==> src/rtl/inst_dispatch.sv <==
// rtl/inst_dispatch.sv - in-order instruction queue feeding NUM_UNITS render controllers round-robin
// Optional INST_DISPATCH_PERF_EN adds saturating issue / stalled-offer counters.
module inst_dispatch #(
    parameter int INST_WIDTH = 64,
    parameter int PC_WIDTH   = 16,
    parameter int DEPTH      = 8,
    parameter int NUM_UNITS  = 4
) (
    input  logic                    clk_100mhz,
    input  logic                    rst,
    input  logic                    inst_valid_in,
    input  logic [INST_WIDTH-1:0]   inst_in,
    input  logic [PC_WIDTH-1:0]     pc_in,
    input  logic                    flush,
    input  logic [NUM_UNITS-1:0]    unit_busy,
    output logic                    stall,
    output logic [NUM_UNITS-1:0]    dispatch_valid,
    output logic [INST_WIDTH-1:0]   dispatch_inst,
    output logic [PC_WIDTH-1:0]     dispatch_pc,
    output logic [$clog2(DEPTH):0]  fifo_count
`ifdef INST_DISPATCH_PERF_EN
    ,
    output logic [31:0]             perf_issued,
    output logic [31:0]             perf_stall_cycles
`endif
);

    localparam int AW = $clog2(DEPTH);
    localparam int UW = (NUM_UNITS > 1) ? $clog2(NUM_UNITS) : 1;
    localparam int EW = INST_WIDTH + PC_WIDTH;

    logic [EW-1:0]          mem [DEPTH];
    logic [AW-1:0]          wr_ptr;
    logic [AW-1:0]          rd_ptr;
    logic [UW-1:0]          rr_ptr;

    logic                   enq;
    logic                   deq;
    logic [NUM_UNITS-1:0]   eligible;
    logic                   sel_found;
    logic [UW-1:0]          sel_unit;
    logic [NUM_UNITS-1:0]   sel_onehot;
    logic [UW-1:0]          rr_next;
    logic [EW-1:0]          head;

    assign stall = (fifo_count == DEPTH[AW:0]);
    assign enq   = inst_valid_in && !stall && !flush && !rst;

    // The previous cycle's strobe doubles as the lockout mask, so busy has a cycle to rise.
    assign eligible = ~unit_busy & ~dispatch_valid;

    always_comb begin
        int unsigned idx;
        logic [UW-1:0] cand;
        idx        = 0;
        cand       = '0;
        sel_found  = 1'b0;
        sel_unit   = '0;
        sel_onehot = '0;
        for (int k = 0; k < NUM_UNITS; k++) begin
            idx  = (int'(rr_ptr) + k) % NUM_UNITS;
            cand = UW'(idx);
            if (!sel_found && eligible[cand]) begin
                sel_found        = 1'b1;
                sel_unit         = cand;
                sel_onehot[cand] = 1'b1;
            end
        end
    end

    assign deq     = (fifo_count != '0) && sel_found && !flush;
    assign rr_next = (sel_unit == UW'(NUM_UNITS - 1)) ? '0 : sel_unit + 1'b1;
    assign head    = mem[rd_ptr];

    always_ff @(posedge clk_100mhz) begin
        if (enq) begin
            mem[wr_ptr] <= {pc_in, inst_in};
        end
    end

    always_ff @(posedge clk_100mhz) begin
        if (rst) begin
            wr_ptr         <= '0;
            rd_ptr         <= '0;
            fifo_count     <= '0;
            rr_ptr         <= '0;
            dispatch_valid <= '0;
            dispatch_inst  <= '0;
            dispatch_pc    <= '0;
        end else if (flush) begin
            wr_ptr         <= '0;
            rd_ptr         <= '0;
            fifo_count     <= '0;
            dispatch_valid <= '0;
        end else begin
            if (enq) begin
                wr_ptr <= wr_ptr + 1'b1;
            end
            if (deq) begin
                rd_ptr         <= rd_ptr + 1'b1;
                rr_ptr         <= rr_next;
                dispatch_valid <= sel_onehot;
                dispatch_inst  <= head[INST_WIDTH-1:0];
                dispatch_pc    <= head[EW-1:INST_WIDTH];
            end else begin
                dispatch_valid <= '0;
            end
            case ({enq, deq})
                2'b10:   fifo_count <= fifo_count + 1'b1;
                2'b01:   fifo_count <= fifo_count - 1'b1;
                default: fifo_count <= fifo_count;
            endcase
        end
    end

`ifdef INST_DISPATCH_PERF_EN
    // Flush leaves the counters alone; only reset clears them.
    always_ff @(posedge clk_100mhz) begin
        if (rst) begin
            perf_issued       <= '0;
            perf_stall_cycles <= '0;
        end else begin
            if (deq && (perf_issued != '1)) begin
                perf_issued <= perf_issued + 1'b1;
            end
            if (stall && inst_valid_in && (perf_stall_cycles != '1)) begin
                perf_stall_cycles <= perf_stall_cycles + 1'b1;
            end
        end
    end
`endif

endmodule

==> config.mk <==
export PLATFORM = sky130hd
export DESIGN_NAME = inst_dispatch
export DESIGN_NICKNAME = d
export VERILOG_FILES = /design/src/rtl/inst_dispatch.sv
export SDC_FILE = /design/constraint.sdc
export NUM_CORES = 1
export LEC_CHECK = 0
export CAP_MARGIN = 20
export CORE_MARGIN = 4
export CORE_UTILIZATION = 40
export DETAILED_ROUTE_END_ITERATION = 7
export PLACE_DENSITY_LB_ADDON = 0.3
export SLEW_MARGIN = 10
export SYNTH_ARGS = -nofsm -noshare
export SYNTH_HDL_FRONTEND = slang
export SYNTH_SLANG_ARGS = --single-unit
export TNS_END_PERCENT = 20
==> constraint.sdc <==
create_clock -name clk_100mhz -period 16.55 [get_ports clk_100mhz]
set_clock_uncertainty 0.05 [all_clocks]
set_input_delay 4.965 -clock clk_100mhz [delete_from_list [all_inputs] [get_ports clk_100mhz]]
set_output_delay 4.965 -clock clk_100mhz [all_outputs]
set_load 0.005 [all_outputs]
After elaboration in Yosys (flattened, before gate mapping) --
Memories as Yosys holds them, arrays and structs flattened. A register that Yosys moved wholly into a read port is not among the register bits. Cells that the tools add are included.
Cells by class: add/sub/neg operators 8, magnitude comparators 8, equality and inequality tests 4, multiplexer cells 32, bitwise gates (word level) 8, reductions and logical operators 23
Operators by type and width (number):
- $mux W4 | 4
- $mux W1 | 14
- $logic_and A1 B1 Y1 | 12
- $lt A2 B3 Y1 const B | 4
- $or A4 B4 Y4 | 3
- $mux W2 | 5
- $bmux W1 S2 | 4
- $demux W1 S2 | 4
- $ge A2 B1 Y1 const B | 4
- $not A4 Y4 | 2
- $pmux W4 S2 | 1
- $add A3 B1 Y3 const B | 2
- $logic_not A1 Y1 | 6
- $add A2 B1 Y2 const B | 2
- $add A2 B2 Y2 const B | 2
- $add A4 B1 Y4 const B | 1
- $and A4 B4 Y4 | 1
- $eq A2 B2 Y1 const B | 2
- $eq A4 B4 Y1 const B | 1
- $reduce_bool A4 Y1 | 1
- $sub A4 B1 Y4 const B | 1
- $reduce_or A3 Y1 | 1
- $eq A2 B1 Y1 const B | 1
- $not A1 Y1 | 2
- 3 further kinds | 3
Word-level totals: bits in registers 16, memory bits (writable) 640, input port bits 88, logic and storage cells 89, memories kept 1
Memories:
- mem | depth 8, bits a word 80, read ports 1, clocked after Yosys merged registers in 1, write ports 1, line 32 | logic [EW-1:0] mem [DEPTH];

Depth between registers and ports, before layout --
Gate-level depths: netlist of the first run.
word-level depth 18, mapped depth 12

Worst setup path after synthesis of the first run --
No wires, ideal clock.
path kind input port to flip-flop, from input flush, to memory mem[0][0] in the netlist's numbering, enable pin, library setup time 0.617 ns, data arrival time 11.068 ns, data required time 15.883 ns, slack 4.815 ns, stages on the path 3, path buffers 0, path through or2_2 > or3_1 > nor3_1
On the way: word-level cells in the longest chain between the ends 5
Ends and longest elaborated chain:
- start: declaration | line 14 | input logic flush,
- $logic_not A1 Y1 | line 47 | assign enq = inst_valid_in && !stall && !flush && !rst;
- $logic_and A1 B1 Y1 (2 in a row) | line 47
- $mux W1 | line 76 | if (enq) begin
- $mux W1 (not written as such) | line 77 | mem[wr_ptr] <= {pc_in, inst_in};
- end: declaration | line 32
Every way passes these cells.

Worst setup path after layout of the first run --
from input flush, to memory mem[6][44] in the netlist's numbering, enable pin
Same word-level chain as after synthesis.

==> results of run 1 <==
[metrics by stage]
stage	power [µW]	instance area [µm²]
CTS	3780	32700
global placement	2180	30400
global route	3870	32700
finish	3740	32700
floorplan	2120	27600
detailed placement	2180	30400
[worst register-to-register path, cell delays in order, from the launching register on]
cell	delay, ns
sky130_fd_sc_hd__dfxtp_1	0.45
sky130_fd_sc_hd__nor3_1	0.09
sky130_fd_sc_hd__nand2_1	0.17
sky130_fd_sc_hd__nand2_1	0.15
sky130_fd_sc_hd__or3_1	0.52
sky130_fd_sc_hd__nor2_4	0.56
sky130_fd_sc_hd__buf_4	0.95
[power groups by stage]
stage          Clock, µW  Sequential, µW  Combinational (µW)
6_report            1590            2040                 108
5_1_grt             1710            2040                 119
4_1_cts             1630            2040                 110
3_3_place_gp           0            2070                 106
3_5_place_dp           0            2070                 110
2_1_floorplan          0            2080                44.7
[kinds of logic (layout without fill, tap and decap cells)]
group / Yosys count / count (layout) / share of synthesized area
DFF: 736 / 736 / 0.766
adders and majority gates: 10 / 10 / 0.00481
and+or+nand+nor: 149 / 149 / 0.0226
buffers and inverters: 82 / 333 / 0.0119
xor gates and xnor gates: 8 / 8 / 0.00254
muxes: 244 / 244 / 0.162
other: 0 / 2 / 0
AOI/OAI and AO/OA: 112 / 112 / 0.0298
[state kept, by name, summed over array words and instances (netlist names), named ones only]
name and flops:
dispatch_inst 64, dispatch_pc 16, dispatch_valid 4, fifo_count 4, mem 640, rd_ptr 3
rr_ptr 1, wr_ptr 3
[per-layer routing]
layer	track usage	vias up	routed length [µm]
met2	0.253	327	27300
met3	0.0357	86	3220
met4	0.0432	14	937
met1	0.212	6945	24900
met5	0	-	92
li1	-	5907	-
[cell type report]
type,count,share of cell area
antenna,2,0.000153
clock buffer,101,0.0623
clock inverter,29,0.00826
inverter,7,0.000803
multi-input combinational,523,0.189
sequential,736,0.647
tap,882,0.0337
timing repair buffer,196,0.0588
[cell usage after synthesis (2+ instances only)]
| master | n | area [µm²] |
|---|---|---|
| sky130_fd_sc_hd__nor4_1 | 2 | 12.5 |
| sky130_fd_sc_hd__xnor2_1 | 2 | 17.5 |
| sky130_fd_sc_hd__o21ai_0 | 2 | 10.0 |
| sky130_fd_sc_hd__nand3_1 | 7 | 35.0 |
| sky130_fd_sc_hd__a21oi_1 | 13 | 65.1 |
| sky130_fd_sc_hd__xor2_1 | 6 | 52.6 |
| sky130_fd_sc_hd__buf_2 | 16 | 80.1 |
| sky130_fd_sc_hd__mux2i_1 | 81 | 811 |
| sky130_fd_sc_hd__nor3_1 | 5 | 25.0 |
| sky130_fd_sc_hd__inv_1 | 7 | 26.3 |
| sky130_fd_sc_hd__dfxtp_1 | 96 | 1920 |
| sky130_fd_sc_hd__a211oi_1 | 81 | 608 |
| sky130_fd_sc_hd__nand2_1 | 13 | 48.8 |
| sky130_fd_sc_hd__mux4_2 | 163 | 3670 |
| sky130_fd_sc_hd__a311oi_1 | 3 | 26.3 |
| sky130_fd_sc_hd__ha_1 | 9 | 113 |
| sky130_fd_sc_hd__a222oi_1 | 4 | 40.0 |
| sky130_fd_sc_hd__or2_4 | 2 | 17.5 |
| sky130_fd_sc_hd__buf_1 | 13 | 48.8 |
| sky130_fd_sc_hd__nand2b_1 | 2 | 12.5 |
| sky130_fd_sc_hd__clkbuf_1 | 46 | 173 |
| sky130_fd_sc_hd__or3_1 | 3 | 18.8 |
| sky130_fd_sc_hd__a21o_1 | 3 | 22.5 |
| sky130_fd_sc_hd__or2_2 | 2 | 12.5 |
| sky130_fd_sc_hd__nor2_1 | 109 | 409 |
| sky130_fd_sc_hd__edfxtp_1 | 640 | 19200 |
[worst paths after layout]
path                     start                end  slack [ns]
max                      flush         mem[6][44]        8.68
min          dispatch_inst[24]  dispatch_inst[24]        0.45
max reg2reg      fifo_count[0]         mem[6][44]       13.14
min reg2reg  dispatch_inst[24]  dispatch_inst[24]        0.45
==> key figures, run 1 <==
STA
  – Final hold violations: 0
  – Worst setup margin: 8.68 ns
  – Worst-case hold slack: 0.447 ns
  – Count of pins over their slew limit: 0
  – Max-slew headroom: 0.261
  – Setup repair after global routing missed its margin: no
  – Shortest clock period the worst path allows after layout: 7.87 ns
  – Final worst path period share: 0.475
  – Transition at the pin with the smallest max-transition slack: 1.11 ns
  – Highest clock rate: 127 MHz
  – Final setup violation count: 0
  – Setup tns final: 0 ns

Routing
  – TritonRoute pass-1 iters: 8
  – Ratio of routed vias to standard cells: 5.36
  – Routed wire length per instance: 22.8 µm
  – DR DRC count: 0
  – Routed Antenna Nets: 0
  – Routed via count: 13279
  – Starting DRT DRC Count: 1153
  – Total Routed Length: 56.5 mm

CTS
  – H-tree level count: 3
  – Root Driver: sky130_fd_sc_hd__clkbuf_16
  – Clock Tree Buf Depth: 3
  – Clock transition at path regs: 0.06 ns
  – Num CTS Buffers: 72
  – Cts hold-fix bufs: 0
  – Worst-skew pair later-pin latency: 0.60 ns
  – Clock tree from TritonCTS: done
  – Number of gates given a new drive strength after cts: 0
  – Number of post-CTS setup repair buffers: 0
  – TritonCTS sink count: 736

Die
  – Effective utilization at floorplan: 0.403
  – Die area: 73300 µm²
  – Die width: 271 µm
  – Core Region: 68500 µm²
  – Top-level port count: 177
  – Num rows: 96
  – Die Y-Extent: 271 µm

Synth
  – Top_reg_cell synth: sky130_fd_sc_hd__edfxtp_1
  – EDFF count, synth: 640
  – Number of nets produced by synthesis: 1439
  – Proportion of synthesized chip area in sequential cells: 0.766
  – Distinct cell type count after synthesis: 37
  – Synth Register Bits: 736
  – Mean instance size in the synthesized netlist: 20.6 µm²
  – Async S/R FF share, synth: 0
  – Yosys warns: 0
  – Syn Std Cell Area: 27600 µm²
  – Post-Syn Instances: 1341

Worst setup path
  – Critical path buffer and inverter count: 2
  – Largest delay contributor family on the critical path: simple AND/OR/NAND/NOR gates
  – Critical setup path kind: input pin to register
  – Register-to-Register Path Depth: 6
  – Required arrival time at the worst endpoint: 16.70 ns
  – Sequence of cells on the critical path: clkdlybuf4s50_1 > or2_2 > or3_1 > nor2_4 > buf_4
  – Highest net fanout along the worst path: 62
  – Slowest cell on the critical path: sky130_fd_sc_hd__buf_4
  – Cell depth of the worst setup path: 5
  – Kind of capture point of the worst setup path: register
  – Data arrival time of the critical path: 8.02 ns
  – Largest stage delay on the critical path: 0.93 ns
  – Sort of element at the start of the critical path: input pin

Final layout
  – Area growth, synth to finish: 18.5%
  – Most frequent cells in the layout: sky130_fd_sc_hd__edfxtp_1, sky130_fd_sc_hd__clkdlybuf4s50_1, sky130_fd_sc_hd__mux4_2
  – Share of layout cells above drive strength 1: 0.190
  – Non-Filler Instances: 2476
  – Multi-input logic area: 6190 µm²
  – Area occupied by registers: 21200 µm²
  – Fill cells: 5558
  – Most common cell after layout, fill and taps aside: sky130_fd_sc_hd__edfxtp_1
  – Number of nets at the end of the flow: 1634
  – Final Util: 0.478

Place
  – Final GP Congestion: 0.775
  – Post-detailed-placement half-perimeter wirelength: 32.3 mm
  – Count of placed standard cells including taps: 2344
  – Count of port buffers added during placement: 176
  – Worst slack at placement: 8.05 ns

GRT
  – Number of global-route vias before repair: 13997
  – Global route total overflow: 0
  – Wire length of the first global-routing pass: 86.8 mm
  – Initial antenna violation count: 10
  – Maximum number of pins on one net before global-route repair: 93
  – Global Route Usage Sum: 0.155

Power and ir drop
  – Net switching power: 719 µW
  – Power per unit of standard cell area: 114 nW/µm²
  – Combinational Power Share: 0.029
  – Leak Pwr: 0.00977 µW
  – Int Pwr: 3020 µW
  – Part of the total power dissipated in sequential elements: 0.545
  – Part of the total power dissipated in the clock network: 0.426
  – Switching share of total power: 0.192
  – Maximum ir drop on the vdd rail: 0.0577 mV

Outcome
  – Status: finished clean

Worst hold path
  – Worst hold path class: register to register
  – WHS Path Cells: 2

Flow run
  – Max capacitance violation total: 0
(Power assumes the default switching activity.)
==> inputs of run 2 (changes only) <==
- clock period: 16.55 -> 7.6 ns (I/O delays scaled with it)
==> run 2 against run 1 <==
First-iteration DRC count shrank 8.0%; final area grew 1.0%; sequential share of layout area decreased by 0.66 points; combinational power up 120%; clock power is 130% higher; critical endpoint is now dispatch_inst[39]; hold slack got worse by 0.0014 ns; critical path depth grew 3; via count is 0.35% lower; sequential power is 120% higher; routed wire length is 1.2% higher; non-clock buffer count increased by 1.
==> key figures, run 2 (same netlist as run 1, synthesis figures left out) <==
Routing
  – Total Routed Length: 57.1 mm (+1.2%)
  – Routed via count: 13233 (-0.35%)
  – Ratio of routed vias to standard cells: 5.31 (-1.0%)
  – Starting DRT DRC Count: 1061 (-8.0%)
  – Routed wire length per instance: 22.9 µm (+0.47%)
  – DR DRC count: 0 (unchanged)
  – Routed Antenna Nets: 0 (unchanged)
  – TritonRoute pass-1 iters: 5 (-3)

Worst setup path
  – Terminus of the critical flop-to-flop path: rr_ptr[1]
  – Critical setup path kind: input pin to register
  – Register-to-Register Path Depth: 7 (+1)
  – Kind of capture point of the worst setup path: register
  – Highest net fanout along the worst path: 100 (+61%)
  – Data arrival time of the critical path: 5.41 ns (-2.61 ns)
  – Required arrival time at the worst endpoint: 8.05 ns (-8.65 ns)
  – Sort of element at the start of the critical path: input pin
  – Register-to-Register Setup Slack: 4.43 ns (-8.71 ns)

GRT
  – Initial antenna violation count: 10 (unchanged)
  – Global route total overflow: 0 (unchanged)
  – Global Route Usage Sum: 0.157 (+0.00140)
  – Number of global-route vias before repair: 14075 (+0.56%)
  – Wire length of the first global-routing pass: 87.9 mm (+1.3%)
  – Maximum number of pins on one net before global-route repair: 103 (+11%)

Outcome
  – Status: finished clean

Final layout
  – Most common cell after layout, fill and taps aside: sky130_fd_sc_hd__edfxtp_1
  – Area growth, synth to finish: 19.7%
  – Share of layout cells above drive strength 1: 0.200 (+0.0104)
  – Largest register FFs: 640 (unchanged)
  – Number of nets at the end of the flow: 1639 (+0.31%)
  – Fill cells: 5579 (+0.38%)
  – Most frequent cells in the layout: sky130_fd_sc_hd__edfxtp_1, sky130_fd_sc_hd__clkdlybuf4s50_1, sky130_fd_sc_hd__mux4_2
  – Registers with the most flip-flops: mem (640), dispatch_inst (64), dispatch_pc (16)
  – Final Util: 0.483 (+0.00495)
  – Register name with the most flops: mem

Power and ir drop
  – Total power consumption of the routed design: 8400 µW (+120%)
  – Power per unit of standard cell area: 254 nW/µm² (+120%)
  – Leak Pwr: 0.00990 µW (+1.4%)
  – Maximum ir drop on the vdd rail: 0.156 mV (+170%)

STA
  – Transition at the pin with the smallest max-transition slack: 1.07 ns (-0.0378 ns)
  – Highest clock rate: 202 MHz
  – Setup repair after global routing missed its margin: no
  – Shortest clock period the worst path allows after layout: 4.96 ns
  – Final setup violation count: 0 (unchanged)
  – Final worst path period share: 0.653
  – Worst-case hold slack: 0.445 ns (-0.00145 ns)
  – Final hold violations: 0 (unchanged)
  – Max-slew headroom: 0.284 (+0.0235)
  – Count of pins over their slew limit: 0 (unchanged)

CTS
  – Clock transition at path regs: 0.06 ns (about the same)
  – TritonCTS sink count: 736 (unchanged)
  – Worst-skew pair later-pin latency: 0.61 ns (about the same)
  – Clock tree from TritonCTS: done
  – Clock Tree Buf Depth: 3 (unchanged)
  – Root Driver: sky130_fd_sc_hd__clkbuf_16
  – Number of gates given a new drive strength after cts: 0 (unchanged)
  – Num CTS Buffers: 76 (+5.6%)
  – H-tree level count: 3 (unchanged)
  – Number of post-CTS setup repair buffers: 0 (unchanged)
  – Cts hold-fix bufs: 0 (unchanged)

Worst hold path
  – Launch point of the worst hold path: dispatch_inst[35]
  – Worst hold path class: register to register
  – WHS Path Cells: 2 (unchanged)
  – Hold Crit Endpoint: dispatch_inst[35]

Die
  – Core Region: 68500 µm² (unchanged)
  – Die Y-Extent: 271 µm (unchanged)
  – Top-level port count: 177 (unchanged)
  – Die area: 73300 µm² (unchanged)
  – Effective utilization at floorplan: 0.403 (unchanged)
  – Num rows: 96 (unchanged)
  – Die width: 271 µm (unchanged)

Flow run
  – Max capacitance violation total: 0 (unchanged)

Place
  – Count of port buffers added during placement: 176 (unchanged)
  – Post-detailed-placement half-perimeter wirelength: 32.3 mm (+0.25%)
  – Final GP Congestion: 0.788 (+1.8%)
## run 2: changes by cell type in the layout (fill, tap and decap cells not counted), moves of 4 or more
cell,delta
sky130_fd_sc_hd__bufinv_16,+4
sky130_fd_sc_hd__clkinv_2,+4
sky130_fd_sc_hd__buf_12,+6
sky130_fd_sc_hd__diode_2,+5
sky130_fd_sc_hd__clkbuf_1,-10
sky130_fd_sc_hd__buf_4,-5
## run 2: worst max-delay path, stage by stage
cell	delay, ns
sky130_fd_sc_hd__clkdlybuf4s50_1	0.47
sky130_fd_sc_hd__or2_4	0.30
sky130_fd_sc_hd__a41o_2	0.33
sky130_fd_sc_hd__nor2_4	0.10
sky130_fd_sc_hd__buf_4	0.57
sky130_fd_sc_hd__buf_4	0.90
sky130_fd_sc_hd__nor2_1	0.08
sky130_fd_sc_hd__a211oi_1	0.25
## run 2: routing by layer
| layer | track usage | share of wire | vias to the layer above |
|---|---|---|---|
| li1 | - | - | 5938 |
| met1 | 0.220 | 0.45 | 6932 |
| met2 | 0.249 | 0.48 | 298 |
| met3 | 0.0372 | 0.055 | 57 |
| met4 | 0.0403 | 0.012 | 8 |
| met5 | 0 | 0.00079 | - |
## run 2: area by class of cell
type	instances	area, µm²	area share
Sequential cell	736	21200	0.640
Multi-Input combinational cell	523	6200	0.188
Inverter	7	26.3	0.000795
Clock buffer	95	2070	0.0625
Clock inverter	46	479	0.0145
Antenna cell	7	17.5	0.000530
Tap cell	882	1100	0.0334
Timing Repair Buffer	197	2000	0.0607
## run 2: metrics by stage
step | cell area, µm² | instances | TNS (ns) | setup WS, ns
global route | 33000 | 2488 | 0 | 2.44
CTS | 33000 | 2486 | 0 | 2.74
finish | 33000 | 2493 | 0 | 2.64
floorplan | 27600 | 1341 | -104.12 | -1.30
global placement | 30500 | 2345 | 0 | 2.15
detailed placement | 30500 | 2345 | 0 | 2.11
## run 2: how the worst max path moves through the flow
stage / from / endpoint / slack (ns) / cells after the start
2_1_floorplan: flush / mem[1][0] / -1.30 / 4
3_5_place_dp: unit_busy[1] / dispatch_inst[39] / 2.11 / 8
6_report: unit_busy[1] / dispatch_inst[39] / 2.64 / 8
5_1_grt: unit_busy[2] / dispatch_inst[39] / 2.44 / 8
3_3_place_gp: flush / mem[0][57] / 2.15 / 5
4_1_cts: unit_busy[1] / dispatch_inst[39] / 2.74 / 8
## run 2: power breakdown
group	internal (µW)	total (µW)	leakage (µW)	switching, µW
Combinational	111	238	0.00211	126
Sequential	4420	4430	0.00654	14.7
Clock	2240	3730	0.00125	1490
Total	6770	8400	0.00990	1630
